### src/rtl/uart_pkg.sv
// uart_pkg: shared types and constants for the UART serial engine.
package uart_pkg;

  localparam int OVERSAMPLE = 16;

  typedef enum logic [1:0] {
    PAR_NONE = 2'b00,
    PAR_ODD  = 2'b01,
    PAR_EVEN = 2'b10
  } uart_parity_t;

  typedef enum logic [2:0] {
    TX_IDLE, TX_START, TX_DATA, TX_PARITY, TX_STOP
  } uart_tx_state_t;

  typedef enum logic [2:0] {
    RX_IDLE, RX_START, RX_DATA, RX_PARITY, RX_STOP
  } uart_rx_state_t;

  // Mode 2'b11 is reserved and behaves as no parity.
  function automatic uart_parity_t decode_parity(input logic [1:0] mode);
    case (mode)
      2'b01:   return PAR_ODD;
      2'b10:   return PAR_EVEN;
      default: return PAR_NONE;
    endcase
  endfunction

  // Parity bit for a character whose data bits reduce-XOR to data_xor.
  function automatic logic parity_bit(input uart_parity_t mode, input logic data_xor);
    return (mode == PAR_ODD) ? ~data_xor : data_xor;
  endfunction

endpackage

### src/rtl/uart_baud_gen.sv
// uart_baud_gen: free-running oversample tick generator, one tick every div+1 clocks.
module uart_baud_gen #(
  parameter int DIV_WIDTH = 16
) (
  input  logic                 clk,
  input  logic                 rst_n,
  input  logic [DIV_WIDTH-1:0] div,
  output logic                 tick
);

  logic [DIV_WIDTH-1:0] cnt;

  // >= keeps the counter bounded if the divisor is lowered while running.
  assign tick = (cnt >= div);

  // Count 0..div and wrap.
  always_ff @(posedge clk or negedge rst_n) begin
    if (!rst_n)    cnt <= '0;
    else if (tick) cnt <= '0;
    else           cnt <= cnt + 1'b1;
  end

endmodule

### src/rtl/uart_serdes.sv
// uart_serdes: UART TX/RX engine with selectable parity, 1/2 stop bits, 16x oversampling.
//
//   state      | meaning
//   TX_IDLE    | line high, tx_ready when enabled
//   TX_START   | driving start bit (0)
//   TX_DATA    | driving data bits LSB first
//   TX_PARITY  | driving parity bit
//   TX_STOP    | driving one or two stop bits (1)
//   RX_IDLE    | waiting for a falling edge
//   RX_START   | half-bit wait, then start bit re-check
//   RX_DATA    | sampling data bits at bit centres
//   RX_PARITY  | sampling parity bit
//   RX_STOP    | sampling first stop bit, then deliver or drop
module uart_serdes
  import uart_pkg::*;
#(
  parameter int DATA_WIDTH = 8,
  parameter int DIV_WIDTH  = 16
) (
  input  logic                  clk,
  input  logic                  rst_n,
  input  logic                  cfg_tx_enable,
  input  logic                  cfg_rx_enable,
  input  logic [1:0]            cfg_parity,
  input  logic                  cfg_stop2,
  input  logic [DIV_WIDTH-1:0]  cfg_baud_div,
  input  logic [DATA_WIDTH-1:0] tx_data,
  input  logic                  tx_valid,
  output logic                  tx_ready,
  output logic                  tx_busy,
  output logic                  txd,
  input  logic                  rxd,
  output logic [DATA_WIDTH-1:0] rx_data,
  output logic                  rx_valid,
  input  logic                  rx_ready,
  output logic                  rx_parity_err,
  output logic                  rx_frame_err,
  output logic                  rx_overrun,
  output logic                  rx_busy
);

  localparam int BW = $clog2(DATA_WIDTH);
  localparam logic [BW-1:0] BIT_LAST    = BW'(DATA_WIDTH - 1);
  localparam logic [4:0]    TICKS_BIT   = 5'(OVERSAMPLE - 1);
  localparam logic [4:0]    TICKS_STOP2 = 5'(2 * OVERSAMPLE - 1);
  localparam logic [4:0]    TICKS_HALF  = 5'(OVERSAMPLE / 2 - 1);

  logic           tick;
  uart_parity_t   par_mode;
  logic [4:0]     stop_ticks;

  uart_tx_state_t  tx_state;
  logic            tx_idle;
  logic [DATA_WIDTH-1:0] tx_shift;
  logic            tx_par;
  logic [4:0]      tx_cnt;
  logic [BW-1:0]   tx_bit;

  uart_rx_state_t  rx_state;
  logic            rxd_meta, rxd_sync, rxd_prev, rx_fall;
  logic [DATA_WIDTH-1:0] rx_shift;
  logic            rx_perr;
  logic [4:0]      rx_cnt;
  logic [BW-1:0]   rx_bit;

  uart_baud_gen #(.DIV_WIDTH(DIV_WIDTH)) u_baud (
    .clk   (clk),
    .rst_n (rst_n),
    .div   (cfg_baud_div),
    .tick  (tick)
  );

  assign par_mode   = decode_parity(cfg_parity);
  assign stop_ticks = cfg_stop2 ? TICKS_STOP2 : TICKS_BIT;

  // tx_idle is registered so tx_ready stays low during and right after reset.
  assign tx_ready = tx_idle && cfg_tx_enable;
  assign tx_busy  = (tx_state != TX_IDLE);
  assign rx_busy  = (rx_state != RX_IDLE);
  assign rx_fall  = rxd_prev & ~rxd_sync;

  // TX FSM: each state holds for 16 ticks (stop for 16 or 32), txd registered.
  always_ff @(posedge clk or negedge rst_n) begin
    if (!rst_n) begin
      tx_state <= TX_IDLE;
      tx_idle  <= 1'b0;
      txd      <= 1'b1;
      tx_shift <= '0;
      tx_par   <= 1'b0;
      tx_cnt   <= '0;
      tx_bit   <= '0;
    end else begin
      case (tx_state)
        TX_IDLE: begin
          tx_idle <= 1'b1;
          if (tx_ready && tx_valid) begin
            tx_state <= TX_START;
            tx_idle  <= 1'b0;
            txd      <= 1'b0;
            tx_shift <= tx_data;
            tx_par   <= parity_bit(par_mode, ^tx_data);
            tx_cnt   <= TICKS_BIT;
          end
        end
        default: begin
          if (tick) begin
            if (tx_cnt != '0) begin
              tx_cnt <= tx_cnt - 1'b1;
            end else begin
              tx_cnt <= TICKS_BIT;
              case (tx_state)
                TX_START: begin
                  tx_state <= TX_DATA;
                  txd      <= tx_shift[0];
                  tx_bit   <= BIT_LAST;
                end
                TX_DATA: begin
                  if (tx_bit != '0) begin
                    tx_bit   <= tx_bit - 1'b1;
                    tx_shift <= tx_shift >> 1;
                    txd      <= tx_shift[1];
                  end else if (par_mode != PAR_NONE) begin
                    tx_state <= TX_PARITY;
                    txd      <= tx_par;
                  end else begin
                    tx_state <= TX_STOP;
                    txd      <= 1'b1;
                    tx_cnt   <= stop_ticks;
                  end
                end
                TX_PARITY: begin
                  tx_state <= TX_STOP;
                  txd      <= 1'b1;
                  tx_cnt   <= stop_ticks;
                end
                default: begin
                  tx_state <= TX_IDLE;
                  tx_idle  <= 1'b1;
                end
              endcase
            end
          end
        end
      endcase
    end
  end

  // Two-flop synchroniser plus one delay flop for falling-edge detection.
  always_ff @(posedge clk or negedge rst_n) begin
    if (!rst_n) begin
      rxd_meta <= 1'b1;
      rxd_sync <= 1'b1;
      rxd_prev <= 1'b1;
    end else begin
      rxd_meta <= rxd;
      rxd_sync <= rxd_meta;
      rxd_prev <= rxd_sync;
    end
  end

  // RX FSM and holding register: centre sampling, error capture, overrun on full holding register.
  always_ff @(posedge clk or negedge rst_n) begin
    if (!rst_n) begin
      rx_state      <= RX_IDLE;
      rx_shift      <= '0;
      rx_perr       <= 1'b0;
      rx_cnt        <= '0;
      rx_bit        <= '0;
      rx_data       <= '0;
      rx_valid      <= 1'b0;
      rx_parity_err <= 1'b0;
      rx_frame_err  <= 1'b0;
      rx_overrun    <= 1'b0;
    end else begin
      rx_overrun <= 1'b0;
      if (rx_valid && rx_ready) rx_valid <= 1'b0;
      if (!cfg_rx_enable) begin
        rx_state <= RX_IDLE;
      end else begin
        case (rx_state)
          RX_IDLE: begin
            if (rx_fall) begin
              rx_state <= RX_START;
              rx_cnt   <= TICKS_HALF;
              rx_perr  <= 1'b0;
            end
          end
          default: begin
            if (tick) begin
              if (rx_cnt != '0) begin
                rx_cnt <= rx_cnt - 1'b1;
              end else begin
                rx_cnt <= TICKS_BIT;
                case (rx_state)
                  RX_START: begin
                    if (rxd_sync) begin
                      rx_state <= RX_IDLE;
                    end else begin
                      rx_state <= RX_DATA;
                      rx_bit   <= BIT_LAST;
                    end
                  end
                  RX_DATA: begin
                    rx_shift <= {rxd_sync, rx_shift[DATA_WIDTH-1:1]};
                    if (rx_bit != '0)              rx_bit   <= rx_bit - 1'b1;
                    else if (par_mode != PAR_NONE) rx_state <= RX_PARITY;
                    else                           rx_state <= RX_STOP;
                  end
                  RX_PARITY: begin
                    rx_perr  <= (rxd_sync != parity_bit(par_mode, ^rx_shift));
                    rx_state <= RX_STOP;
                  end
                  default: begin
                    rx_state <= RX_IDLE;
                    if (!rx_valid || rx_ready) begin
                      rx_data       <= rx_shift;
                      rx_parity_err <= rx_perr;
                      rx_frame_err  <= ~rxd_sync;
                      rx_valid      <= 1'b1;
                    end else begin
                      rx_overrun <= 1'b1;
                    end
                  end
                endcase
              end
            end
          end
        endcase
      end
    end
  end

endmodule

### config.mk
export PLATFORM = sky130hd
export DESIGN_NAME = uart_serdes
export DESIGN_NICKNAME = d
export VERILOG_FILES = /design/src/rtl/uart_pkg.sv /design/src/rtl/uart_baud_gen.sv /design/src/rtl/uart_serdes.sv
export SDC_FILE = /design/constraint.sdc
export NUM_CORES = 1
export LEC_CHECK = 0
export CAP_MARGIN = 0
export CORE_AREA = 8 8 95 97
export DETAILED_ROUTE_END_ITERATION = 10
export DIE_AREA = 0 0 103 105
export GPL_ROUTABILITY_DRIVEN = 0
export PLACE_DENSITY = 0.79
export SYNTH_ARGS = -nofsm -noshare
export SYNTH_HDL_FRONTEND = slang
export SYNTH_SLANG_ARGS = --single-unit
### constraint.sdc
create_clock -name clk -period 3.6 [get_ports clk]
set_input_delay 0.9 -clock clk [delete_from_list [all_inputs] [get_ports clk]]
set_output_delay 0.9 -clock clk [all_outputs]
set_load 0.02 [all_outputs]
## Yosys cells after proc, flatten, opt, wreduce, memory -nomap -nowiden

Index checks and enable logic that the tools add are counted.

- Add/sub/neg operators: 5
- Magnitude comparators: 1
- Equal/unequal tests: 23
- Mux-type cells: 72
- Bitwise logic cells: 9
- Reduce and logical (&&, ||, !) cells: 39

Operators by type and width:

| cell | number |
|---|---|
| 5-bit 2-to-1 mux | 11 |
| 8-bit 2-to-1 mux | 6 |
| 3-bit 2-to-1 mux | 15 |
| 1-bit 2-to-1 mux | 31 |
| 5-bit AND reduction | 4 |
| 3-bit one-hot mux with 3 select lines | 2 |
| 16-bit by 1-bit adder with 16-bit output, second input constant | 1 |
| 16-bit >= comparator | 1 |
| 16-bit 2-to-1 mux | 1 |
| 2-bit nonzero test | 8 |
| 8-bit XOR reduction | 2 |
| 3-bit by 2-bit equality test with 1-bit output, second input constant | 4 |
| 3-bit one-hot mux with 2 select lines | 2 |
| 4-bit AND reduction | 3 |
| 3-bit nonzero test | 4 |
| 2-bit inequality test, second input constant | 5 |
| 5-bit one-hot mux with 2 select lines | 1 |
| 5-bit nonzero test | 2 |
| 5-bit by 1-bit subtractor with 5-bit output, second input constant | 2 |
| 1-bit NOT | 8 |
| 7-bit AND reduction | 1 |
| 3-bit by 1-bit equality test with 1-bit output, second input constant | 2 |
| 3-bit logical NOT | 2 |
| 2-bit by 1-bit inequality test with 1-bit output, second input constant | 3 |
| 20 further kinds | 28 |

- Register bits: 73

## Depth between registers and ports, before layout

Gate-level depths: netlist (run 1).

- Depth after elaboration: 10
- Gate-level depth with buffers: 10
- Gate-level depth less buffers: 8

## Cells and area by module

Synthesis (run 1) repeated with hierarchy kept, for this count alone.

- Cells, all modules: 406
- Area total of the unflattened synthesis: 4301.6 µm²

Modules (own cells, without submodules):

| module | times used | cells an instance | area an instance (µm²) | sequential area each (µm²) |
|---|---|---|---|---|
| uart_serdes | 1 | 277 | 3011.6 | 1431.4 |
| uart_baud_gen | 1 | 129 | 1290.0 | 400.4 |

## Least setup slack after synthesis (run 1)

OpenSTA, ideal clock, no wires.

- Path type: in2reg
- From: in cfg_baud_div[15]
- To: reg rx_data[0]
- Library setup time: 0.125 ns
- Data arrival time: 3.286 ns
- Required time: 3.475 ns
- Slack: 0.188 ns
- Stages on the path: 9
- Path through: inv_1 > ha_1 > nand4_1 > or3_1 > or4_4 > and3_4 > or3_1 > buf_6 > mux2_4

- Longest elaborated chain between the ends: 2

Ends and longest elaborated chain:

| element | RTL line | text |
|---|---|---|
| start: declaration | uart_serdes.sv:26 | `input logic [DIV_WIDTH-1:0] cfg_baud_div,` |
| 16-bit >= comparator | uart_baud_gen.sv:14 | `assign tick = (cnt >= div);` |
| 6-bit AND reduction (no line) | n/a |  |
| end signal: assignment | uart_serdes.sv:216 | `rx_data <= rx_shift;` |
| end: declaration | uart_serdes.sv:33 | `output logic [DATA_WIDTH-1:0] rx_data,` |

No other way between the ends.
A chain may end at the register's enable or synchronous reset.

## Final worst setup path (run 1)

- From: in cfg_baud_div[13]
- To: reg rx_parity_err

- Longest elaborated chain between the ends: 2

Ends and longest elaborated chain:

| element | RTL line | text |
|---|---|---|
| 16-bit >= comparator | uart_baud_gen.sv:14 |  |
| 6-bit AND reduction (no line) | n/a |  |
| end signal: assignment | uart_serdes.sv:217 | `rx_parity_err <= rx_perr;` |
| end: declaration | uart_serdes.sv:36 | `output logic rx_parity_err,` |

No other way between the ends.

==> results_dict.tcl, run 1 <==
set metrics [dict create \
    status "complete, no violations" \
    required_ps 3830 \
    dpl_cell_area_mm2 0.004806 \
    nets 531 \
    cts_tree "yes" \
    routed_wl_um 9011 \
    grt_pass1_vias 3301 \
    first_pass_iters 4 \
    layout_min_cycle_time_ps 3538 \
    overflow 0 \
    async_flop_share 1.000 \
    ys_types 57 \
    ys_ff_latch 73 \
    critical_path_class "in -> reg" \
    synth_area_leader_cell "dfrtp_1" \
    wire_per_inst_um 15.54 \
    areaGrowthSynthToFinish_pct 23.35 \
    syn_area_mm2 0.004088 \
    grtUsageTotal 0.1740 \
    relSlewSlack 0.3480 \
    multi_input_area_mm2 0.002113 \
    tightest_slew_ps 978.0 \
    clkTransAtPathRegs_ps 90 \
    setup_violations 0 \
    final_hold_viol_count 0 \
    cts_made_buffers 9 \
    syn-instance-count 404 \
    syn_nets 462 \
    p_leak_nw 2.362 \
    viasPerCell 5.526 \
    chipWidth_um 103 \
    crit_path_start_kind "primary input" \
    synth.cells.most_frequent "dfrtp_1, nand2_1, nor2_1" \
    drv_cap 0 \
    ys_warn_count 0 \
    finalCritPeriodShare 0.9827 \
    ir_drop_mv 0.2157 \
    cts_buffer_depth 2 \
    fp-row-count 32 \
    seq_area_mm2 0.001832 \
    route.detailed.drc 0 \
    clkLatencyLatePin_ps 350 \
    portBuffers 49 \
    hold_class "reg -> reg" \
    start_util 0.5431 \
    synth_edf_count 0 \
    die_y_um 105 \
    place_hpwl_um 6540 \
    yosysMostFrequentCell "dfrtp_1" \
    total_power_mw 2.561 \
    arrival_ps 3770 \
    io_pins 50 \
    ys_seq_area_frac 0.4481 \
    dieArea_mm2 0.01082 \
    core-area_mm2 0.007527 \
    ant_nets 0 \
    finClkSkew_ps 10.77 \
    grt_first_pass_wirelength_um 15230 \
    first_iter_violations 167 \
    htreeDepth 3 \
    final_area_mm2 0.005042 \
    max_freq_mhz 282.7 \
    synth_area_per_cell_um2 10.12 \
    tritoncts_num_sinks 73 \
    path_max_fanout 5 \
    antenna_found_initial 0 \
    grt_max_degree 45 \
    finalMaxSlewViolations 0 \
    vias 3205 \
    nFillCells 631 \
    diodes 0 \
    root_buffer "clkbuf_8" \
    power_density_mw_per_mm2 507.8 \
    crit_path_end_kind "flop" \
    ys_top_cells_by_area "dfrtp_1, ha_1, nand2_1" \
    synth_top_area_share 0.4224 \
    drive_above_1_share 0.1611 \
    synthFlopType "dfrtp_1" \
]
critical path: stages:
cell             delay, ps
clkdlybuf4s50_1        450
inv_1                   40
ha_1                   280
nand4_1                140
or3_4                  400
or4_4                  540
and3_4                 210
or3_4                  360
buf_6                  160
mux2_4                 290
state kept, by name (all words and copies together) (netlist names):
signal and cells:
rx_valid 1, rx_data 8, tx_bit 3, rx_state 3
u_baud.cnt 16, tx_cnt 5, txd 1, rx_bit 3
rx_shift 8, rx_cnt 5, rxd_meta 1, rxd_prev 1
rxd_sync 1, tx_state 3, tx_idle 1, tx_par 1
rx_frame_err 1, tx_shift 8, rx_parity_err 1, rx_overrun 1
rx_perr 1
metrics by stage:
step	utilization	instances	setup slack (ps)	TNS [ps]	hold slack, ps
after floorplan	-	404	188.5	0	345.2
after global placement	0.6385	562	-381.7	-9848	350.8
after detailed placement	0.6385	562	-439.6	-12640	349.6
after CTS	0.6661	579	17.78	0	362.0
after global routing	0.6699	580	-0.4494	-0.8904	370.9
final	0.6699	580	62.11	0	361.0
layout make-up:
type                            instances  area share
Multi-Input combinational cell        288      0.4191
Sequential cell                        73      0.3633
Timing Repair Buffer                   72      0.1345
Tap cell                              102     0.02531
Clock buffer                            9     0.02457
Inverter                               29     0.02159
Clock inverter                          7     0.01166
logic make-up (layout without fill, tap and decap cells):
kind of cell               Yosys count  after routing  synth area share
DFF                                 73             73            0.4481
buffers and inverters               43            117           0.04255
muxes                               31             31           0.09244
adders and majority gates           24             24           0.07346
and+or+nand+nor                    142            142            0.1723
xor gates and xnor gates            29             29           0.06214
AOI/OAI and AO/OA                   62             62            0.1090
cells in the final DEF (no fill, tap or decap), types with 12 or more instances in the layout:
| cell | instances |
|---|---|
| clkdlybuf4s50_1 | 48 |
| nand3_1 | 13 |
| nor2_1 | 34 |
| xnor2_1 | 17 |
| xor2_1 | 12 |
| nand2_1 | 42 |
| inv_1 | 29 |
| dfrtp_1 | 69 |
| ha_1 | 24 |
| buf_4 | 20 |
timing repair:
item                       CTS  global route
gates cloned                 1             0
buffers inserted             0             1
setup endpoints to repair   11            26
hold buffers                 0             0
pin swaps                    3             2
gates resized for setup      5             2
power by group:
group | switching [mW] | internal, mW | leakage, nW
registers | 0.161 | 0.967 | 0.934
clock network | 0.340 | 0.261 | 0.0872
logic | 0.445 | 0.387 | 1.34
total | 0.946 | 1.61 | 2.36
routing by layer:
layer	vias up	GRT usage	part of all wire
met5	-	0	0
met4	0	0.07239	0.020
met3	18	0.03384	0.030
met2	67	0.2869	0.51
met1	1569	0.2152	0.44
li1	1551	-	-
final timing paths:
kind	startpoint	endpoint	slack, ps	cells past startpoint
hold reg to reg	rxd_meta	rxd_sync	360	0
hold / removal	rxd_meta	rxd_sync	360	0
setup / recovery	cfg_baud_div[13]	rx_parity_err	60	10
setup reg to reg	u_baud.cnt[12]	rx_parity_err	620	8
max in group asynchronous	rst_n	rxd_prev	2060	2
min in group asynchronous	rst_n	rx_overrun	700	1
(Power assumes the default switching activity.)
==> inputs of run 2 (changes only) <==
CORE_AREA = 8 8 96 98   (was 8 8 95 97)
CTS_BUF_LIST = sky130_fd_sc_hd__clkbuf_8 sky130_fd_sc_hd__clkbuf_16   (was unset)
DIE_AREA = 0 0 104 106   (was 0 0 103 105)
PLACE_DENSITY = 0.8   (was 0.79)
SYNTH_HIERARCHICAL = 1   (was unset)
==> results_dict.tcl, run 2 <==
set metrics [dict create \
    largest_register "u_baud/cnt" \
    synth_edf_count 0 \
    grt_max_degree 42 \
    drive_above_1_share 0.2355 \
    overflow 0 \
    route.detailed.drc 0 \
    tightest_slew_ps 767.6 \
    areaGrowthSynthToFinish_pct 22.43 \
    htreeDepth 3 \
    timing.rr.start "u_baud/cnt[8]" \
    chipWidth_um 104 \
    synth_area_per_cell_um2 10.60 \
    path_max_fanout 4 \
    start_util 0.5483 \
    root_buffer "clkbuf_8" \
    grt_first_pass_wirelength_um 15640 \
    syn-instance-count 406 \
    cts_buffer_depth 2 \
    crit_path_start_kind "primary input" \
    regToRegSetupSlack_ps 660 \
    critPathCapture "rx_bit[2]" \
    setup_violations 0 \
    finalMaxSlewViolations 0 \
    core-area_mm2 0.007845 \
    ir_drop_mv 0.3140 \
    vias 3343 \
    total_power_mw 2.467 \
    required_ps 3830 \
    synthXorXnorAreaFrac 0.05730 \
    antenna_found_initial 0 \
    ys_top_cells_by_area "dfrtp_1, mux2_2, ha_1" \
    cts_tree "yes" \
    clkTransAtPathRegs_ps 90 \
    first_iter_violations 143 \
    synthMuxAreaShare 0.08871 \
    yosysMostFrequentCell "dfrtp_1" \
    final_area_mm2 0.005266 \
    synth_area_leader_cell "dfrtp_1" \
    fp-row-count 33 \
    synth_top_area_share 0.4014 \
    holdBufCountCts 0 \
    holdWs_ps 364.3 \
    setup_ws_ps 89.98 \
    nFillCells 617 \
    finClkSkew_ps 10.44 \
    rr_worst_depth 9 \
    stdcell_count 589 \
    finalCritPeriodShare 0.9750 \
    syn_area_mm2 0.004302 \
    clkLatencyLatePin_ps 350 \
    synthAdderAreaFrac 0.06981 \
    dpl_cell_area_mm2 0.005051 \
    synthFlopType "dfrtp_1" \
    cts_made_buffers 9 \
    layout_commonest_cell "dfrtp_1" \
    arrival_ps 3740 \
    reg2reg_to "rx_bit[2]" \
    synth_top_family_by_area "simple AND/OR/NAND/NOR gates" \
    dieArea_mm2 0.01102 \
    status "complete, no violations" \
    grtUsageTotal 0.1694 \
    wire_per_inst_um 15.22 \
    nets 537 \
    synth.cells.most_frequent "dfrtp_1, mux2_2, inv_1" \
    io_pins 50 \
    layout_min_cycle_time_ps 3510 \
    relSlewSlack 0.4883 \
    max_freq_mhz 284.9 \
    place_hpwl_um 6747 \
    diodes 0 \
    async_flop_share 1.000 \
    power_density_mw_per_mm2 468.5 \
    die_y_um 106 \
    tritoncts_num_sinks 73 \
    preCtsSetupSlack_ps -303.7 \
    drv_cap 0 \
    hold_class "reg -> reg" \
    routed_wl_um 8962 \
    critPathLaunch "cfg_baud_div[8]" \
    final_cell_mix "dfrtp_1, clkdlybuf4s50_1, mux2_2, inv_1, nand2_1" \
    first_pass_iters 4 \
    largest_reg_flops 16 \
    portBuffers 49 \
    ys_ff_latch 73 \
    ant_nets 0 \
    crit_path_end_kind "flop" \
    final_hold_viol_count 0 \
    ys_warn_count 6 \
    placed_cells 571 \
    critical_path_class "in -> reg" \
    synth_compound_area_frac 0.1303 \
    ys_types 68 \
    p_leak_nw 2.433 \
    syn_nets 464 \
    grt_pass1_vias 3422 \
    viasPerCell 5.676 \
    synth_simple_gate_area_frac 0.1856 \
    ys_seq_area_frac 0.4258 \
]
==> run 2: changes by cell type in the layout (fill, tap and decap cells not counted), sizes merged, moves of 5 or more <==
cell   delta
a21oi    +11
mux2      +6
nand2    -16
nor2     -23
nor3     +10
o31ai     +5
xnor2     -5
==> run 2: per-stage QoR <==
step	util	setup TNS, ps
after floorplan	-	0
after global placement	0.6439	-3579
after detailed placement	0.6439	-6952
after CTS	0.6675	0
after global routing	0.6713	-33.17
final	0.6713	0
==> run 2: worst max-delay path, stage by stage <==
cell and delay, ps:
clkdlybuf4s50_1 450, inv_1 40, ha_1 360, nand2_8 50, or3_4 410, a311oi_4 290, or2_4 200, nand2_1 70
or3_4 380, or2_4 260, o32a_1 330
==> run 2: logic make-up after synthesis <==
| kind of cell | after synthesis |
|---|---|
| mux | 34 |
| xor+xnor | 25 |
| flops | 73 |
| simple gates | 125 |
| fa+ha+maj | 24 |
| buf+inv | 45 |
| compound gates | 80 |
==> run 2: how the worst min path moves through the flow <==
stage | from | cells past startpoint | slack, ps | end
final | rxd_meta | 0 | 360 | rxd_sync
after global routing | rxd_meta | 0 | 370 | rxd_sync
after CTS | rxd_meta | 0 | 370 | rxd_sync
after detailed placement | rxd_meta | 0 | 350 | rxd_sync
after global placement | rxd_meta | 0 | 350 | rxd_sync
after floorplan | rxd_meta | 0 | 350 | rxd_sync
==> run 2: layer usage <==
metal	vias up	GRT usage	wire [um]	share of wire
met1	1633	0.2048	3942	0.44
met4	0	0.08480	182	0.020
met5	-	0	0	0
met3	21	0.03872	351	0.039
met2	78	0.2805	4485	0.50
li1	1611	-	-	-
==> run 2: where the power goes <==
part / switching, mW / total [mW] / internal [mW]
clock network: 0.346 / 0.609 / 0.263
registers: 0.159 / 1.12 / 0.966
logic: 0.360 / 0.734 / 0.374
==> run 2: final cells by class <==
class / instances / area [um^2] / share of cell area
clock buffers: 9 / 123.9 / 0.02352
clock inverters: 7 / 61.31 / 0.01164
inverters: 33 / 123.9 / 0.02352
multi-input cells: 288 / 2308 / 0.4383
flip-flops and latches: 73 / 1832 / 0.3478
well taps: 105 / 131.4 / 0.02495
repair buffers: 74 / 685.7 / 0.1302
==> run 2: repair_timing <==
action | in CTS | in global routing
setup buffers | 0 | 2
gates resized for setup | 0 | 3
endpoints found under the setup margin | 0 | 11
==> RTL change 1 (settings of run 2) <==
The 5 states of `uart_tx_state_t` get a one-hot encoding in 5 bits.
--- a/src/rtl/uart_pkg.sv
+++ b/src/rtl/uart_pkg.sv
@@ -9,8 +9,8 @@
     PAR_EVEN = 2'b10
   } uart_parity_t;
 
-  typedef enum logic [2:0] {
-    TX_IDLE, TX_START, TX_DATA, TX_PARITY, TX_STOP
+  typedef enum logic [4:0] {
+    TX_IDLE = 5'b00001, TX_START = 5'b00010, TX_DATA = 5'b00100, TX_PARITY = 5'b01000, TX_STOP = 5'b10000
   } uart_tx_state_t;
 
   typedef enum logic [2:0] {
Function: same outputs for any inputs over 10 cycles, from zero or initial values and one cycle with rst_n low; not proved beyond that.
==> RTL change 1 against run 2 <==
- global-route usage is 0.72 points lower
- final area is 3.0% lower
- routed wire length is 2.0% lower
- worst setup slack better by 0.19 ns
- sequential cell count is 2 higher
- count of clock-buffer cells in the layout is 2 higher
- cell count is 2.0% higher
- clock skew is 0.0057 ns lower
- total power is 5.9% lower
- synthesized area is 0.87% lower
- largest cell class unchanged
- highest routed layer unchanged
==> RTL change 1: results <==
metrics = {
    "hold_path": {
        "hold_depth": 0,
    },
    "yosys": {
        "syn_nets": 488,
        "synth-seq-area-share_pct": 44.2,
        "synthFlopType": "dfrtp_1",
        "netlist_top_cells_count": "70 x dfrtp_1, 46 x nand2_1, 41 x nor2_1",
        "synth_area_leaders": "dfrtp_1 41%, ha_1 7.0%, xnor2_1 4.7%",
        "postSynthCellCount": 430,
        "yosys_warnings": 6,
        "yosysUniqueCellTypes": 65,
    },
    "critical_path": {
        "rr_endpoint": "rx_state[1]$_DFFE_PN0P_",
        "reg2reg_depth": 11,
        "arrival_ns": 3.59,
        "crit_path_max_fanout": 6,
        "cp-end-kind": "flip-flop",
        "rrSetupSlack_ns": 0.90,
        "reg2reg_from": "u_baud/cnt[14]$_DFF_PN0_",
    },
    "global_routing": {
        "grt.total_usage_pct": 16.2,
        "grt_pass1_vias": 3286,
        "grt_pass1_wl_um": 14800,
        "grt_max_degree": 76,
    },
    "cells_and_area": {
        "drive_above_1_share_pct": 13.7,
        "largest_reg_flops": 16,
        "nets": 549,
        "stdcell_count": 601,
        "fillers": 648,
    },
    "flow_run": {
        "maxCapViolCount": 0,
    },
    "sta": {
        "fin_hold_ws_ns": 0.358,
        "worst_pin_slew_ns": 0.921,
        "clock_skew_ns": 0.00474,
    },
    "clock_network": {
        "clock-root-buffer": "clkbuf_8",
        "numCtsBuffers": 9,
        "cts_buffer_depth": 2,
    },
    "pwr": {
        "ir_drop_mv": 0.248,
        "power_leakage_nw": 2.28,
    },
    "drt": {
        "vias_per_cell": 5.42,
        "drt-total-wl_um": 8780,
        "drtIter0Drc": 113,
    },
    "placed_design": {
        "place_hpwl_um": 6440,
        "dp_slack_ns": -0.117,
        "dpl.cell_count": 585,
    },
    "run_status": {
        "status": "complete, no violations",
    },
}
-- RTL change 1: worst max-delay path: cells and delay by family --
family          cells  cell delay, ns
compound gates      5            0.78
fa+ha+maj           1            0.28
buf+inv             3            0.63
simple gates        4            0.98
-- RTL change 1: logic make-up after synthesis --
| kind of cell | Yosys count | share of synthesized area [%] |
|---|---|---|
| and+or+nand+nor | 154 | 19.8 |
| muxes | 20 | 5.22 |
| xor gates and xnor gates | 34 | 6.98 |
| DFF | 75 | 44.2 |
| AOI/OAI and AO/OA | 78 | 11.9 |
| adders and majority gates | 24 | 7.04 |
| buffers and inverters | 45 | 4.87 |
-- RTL change 1: worst max-delay path by stage --
stage                                start                      end  slack [ns]
after floorplan            cfg_baud_div[1]   rx_data[0]$_DFFE_PN0P_        0.27
after global placement    cfg_baud_div[14]  rx_state[0]$_DFFE_PN0P_        0.04
after detailed placement  cfg_baud_div[14]  rx_state[1]$_DFFE_PN0P_       -0.12
after CTS                 cfg_baud_div[14]  rx_state[1]$_DFFE_PN0P_        0.24
after global routing      cfg_baud_div[14]  rx_state[1]$_DFFE_PN0P_         0.1
final                     cfg_baud_div[14]  rx_state[1]$_DFFE_PN0P_        0.28
-- RTL change 1: cell type report --
cell class,count,area share (%)
tap,105,2.57
timing repair buffer,61,11.3
sequential,75,36.9
clock inverter,5,1.20
inverter,34,2.55
multi-input combinational,310,42.5
clock buffer,11,2.96
-- RTL change 1: metal layers --
metal / up-vias / track usage (%) / share of wire [%]
met2: 55 / 28.2 / 50
met4: 0 / 6.62 / 1.4
met1: 1582 / 18.8 / 45
met3: 10 / 4.11 / 4.4
met5: - / 0 / 0
li1: 1611 / - / -
-- RTL change 1: per-stage QoR --
| stage | total power, mW | area [um2] |
|---|---|---|
| after floorplan | 1.48 | 4260 |
| after global placement | 1.63 | 4900 |
| after detailed placement | 1.66 | 4900 |
| after CTS | 2.34 | 5110 |
| after global routing | 2.47 | 5110 |
| final | 2.32 | 5110 |
-- RTL change 1: report_power, final --
group	switching [mW]	total [mW]	internal, mW	leakage [nW]
logic	0.288	0.536	0.249	1.23
clock network	0.317	0.676	0.359	0.0978
registers	0.141	1.11	0.970	0.953
total	0.746	2.32	1.58	2.28
==> RTL change 2 (flow settings as in run 2) <==
Without the edit above. Set the parameter `DATA_WIDTH` to 4 (it was 8).
--- a/src/rtl/uart_serdes.sv
+++ b/src/rtl/uart_serdes.sv
@@ -14,7 +14,7 @@
 module uart_serdes
   import uart_pkg::*;
 #(
-  parameter int DATA_WIDTH = 8,
+  parameter int DATA_WIDTH = 4,
   parameter int DIV_WIDTH  = 16
 ) (
   input  logic                  clk,
Interface: changed (resized rx_data and tx_data); port bits go from 50 to 42. The function was not compared with the original's and may differ.
==> RTL change 2 against run 2 <==
- final area shrank 19%
- core utilization is 13 points lower
- synthesized area down 19%
- register-to-register slack improved by 0.36 ns
- critical path depth unchanged
- sequential cell count down 14
- via count decreased by 21%
- worst setup slack improved by 0.29 ns
- routed wire length decreased by 21%
- count of clock-buffer cells in the layout up 1
- largest cell class unchanged
- highest routed layer unchanged
Power is not compared: it rests on default switching activity, and its combinational part moved more than twofold at a synthesized area within 25%.
==> RTL change 2: results <==
metrics = {
    "run_status": {
        "status": "complete, no violations",
    },
    "critical_path": {
        "rrSetupSlack_ns": 1.02,
        "rr_endpoint": "rx_shift[0]$_DFFE_PN0P_",
        "reg2reg_from": "u_baud/cnt[1]$_DFF_PN0_",
        "arrival_ns": 3.43,
    },
    "cells_and_area": {
        "drive_above_1_share_pct": 13.9,
        "stdcell_count": 509,
        "nets": 451,
    },
    "yosys": {
        "netlist_top_cells_count": "55 x dfrtp_1, 33 x inv_1, 29 x nor2_1",
        "synthXorXnorAreaFrac_pct": 5.80,
        "synth-seq-area-share_pct": 42.7,
        "yosysUniqueCellTypes": 57,
        "synthAdderAreaFrac_pct": 7.93,
        "yosys-mux-area-fraction_pct": 8.47,
        "synth_area_leaders": "dfrtp_1 40%, ha_1 7.9%, xnor2_1 4.0%",
        "postSynthCellCount": 348,
        "synth_compound_area_share_pct": 11.5,
        "syn_nets": 400,
    },
    "placed_design": {
        "dp_slack_ns": 0.0223,
        "dpl.cell_count": 493,
        "io_buffers": 41,
        "place_hpwl_um": 5320,
        "placed_cell_area_um2": 4030,
    },
    "drt": {
        "drtIter0Drc": 156,
        "vias_per_cell": 5.17,
        "wl_per_cell_um": 13.8,
    },
    "global_routing": {
        "grt_pass1_vias": 2785,
        "grt_max_degree": 50,
        "grt.total_usage_pct": 13.5,
        "grt_pass1_wl_um": 12400,
    },
    "sta": {
        "clock_skew_ns": 0.0126,
        "fin_hold_ws_ns": 0.355,
        "slew_headroom_pct": 29.2,
    },
    "clock_network": {
        "clk_pin_slew_worst_paths_ns": 0.06,
        "clock-root-buffer": "clkbuf_8",
    },
    "pwr": {
        "power_leakage_nw": 1.96,
    },
}
[RTL change 2: cell types whose count changed after synthesis, moves of 6 or more]
cell	delta
mux2_2	-22
nor3_2	-11
dfrtp_1	-14
nand3_1	+6
nor2_1	+17
a21oi_1	-6
mux2_1	+8
[RTL change 2: area by class of cell]
cell class,instances,area [um2]
repair buffers,51,480
clock inverters,6,104
inverters,33,124
fillers,691,3570
multi-input cells,245,1810
clock buffers,10,138
well taps,105,131
flip-flops and latches,59,1480
[RTL change 2: worst reg2reg max path: stages (launching register included)]
cell      delay (ns)
dfrtp_1         0.42
ha_1            0.31
nor2b_1         0.14
o211a_1         0.19
o311ai_1        0.31
nand3_2         0.15
and2_1          0.20
and2_1          0.18
and3_1          0.24
mux2_1          0.32
[RTL change 2: power breakdown]
part           leakage [nW]  switching [mW]  total, mW  internal (mW)
Clock                 0.127           0.253      0.727          0.474
Combinational          1.07           0.107      0.224          0.117
Sequential            0.769          0.0612      0.768          0.707
[RTL change 2: worst max path at each step]
stage                     startpoint  cells past startpoint  slack (ns)                      end
finish               cfg_baud_div[1]                     11        0.38  rx_shift[0]$_DFFE_PN0P_
global placement     cfg_baud_div[1]                     11        0.10  rx_shift[3]$_DFFE_PN0P_
global route        cfg_baud_div[14]                     12        0.26  tx_state[0]$_DFFE_PN0P_
floorplan            cfg_baud_div[1]                     13        0.19  rx_shift[0]$_DFFE_PN0P_
detailed placement   cfg_baud_div[1]                     11        0.02  rx_shift[0]$_DFFE_PN0P_
CTS                  cfg_baud_div[1]                     11        0.37  rx_shift[0]$_DFFE_PN0P_
[RTL change 2: per-layer routing]
layer	share of wire (%)	up-vias	GRT usage, %
met4	2.6	0	7.45
met1	44	1256	15.4
met5	0	-	0
met3	3.8	14	3.33
li1	-	1319	-
met2	49	42	22.9
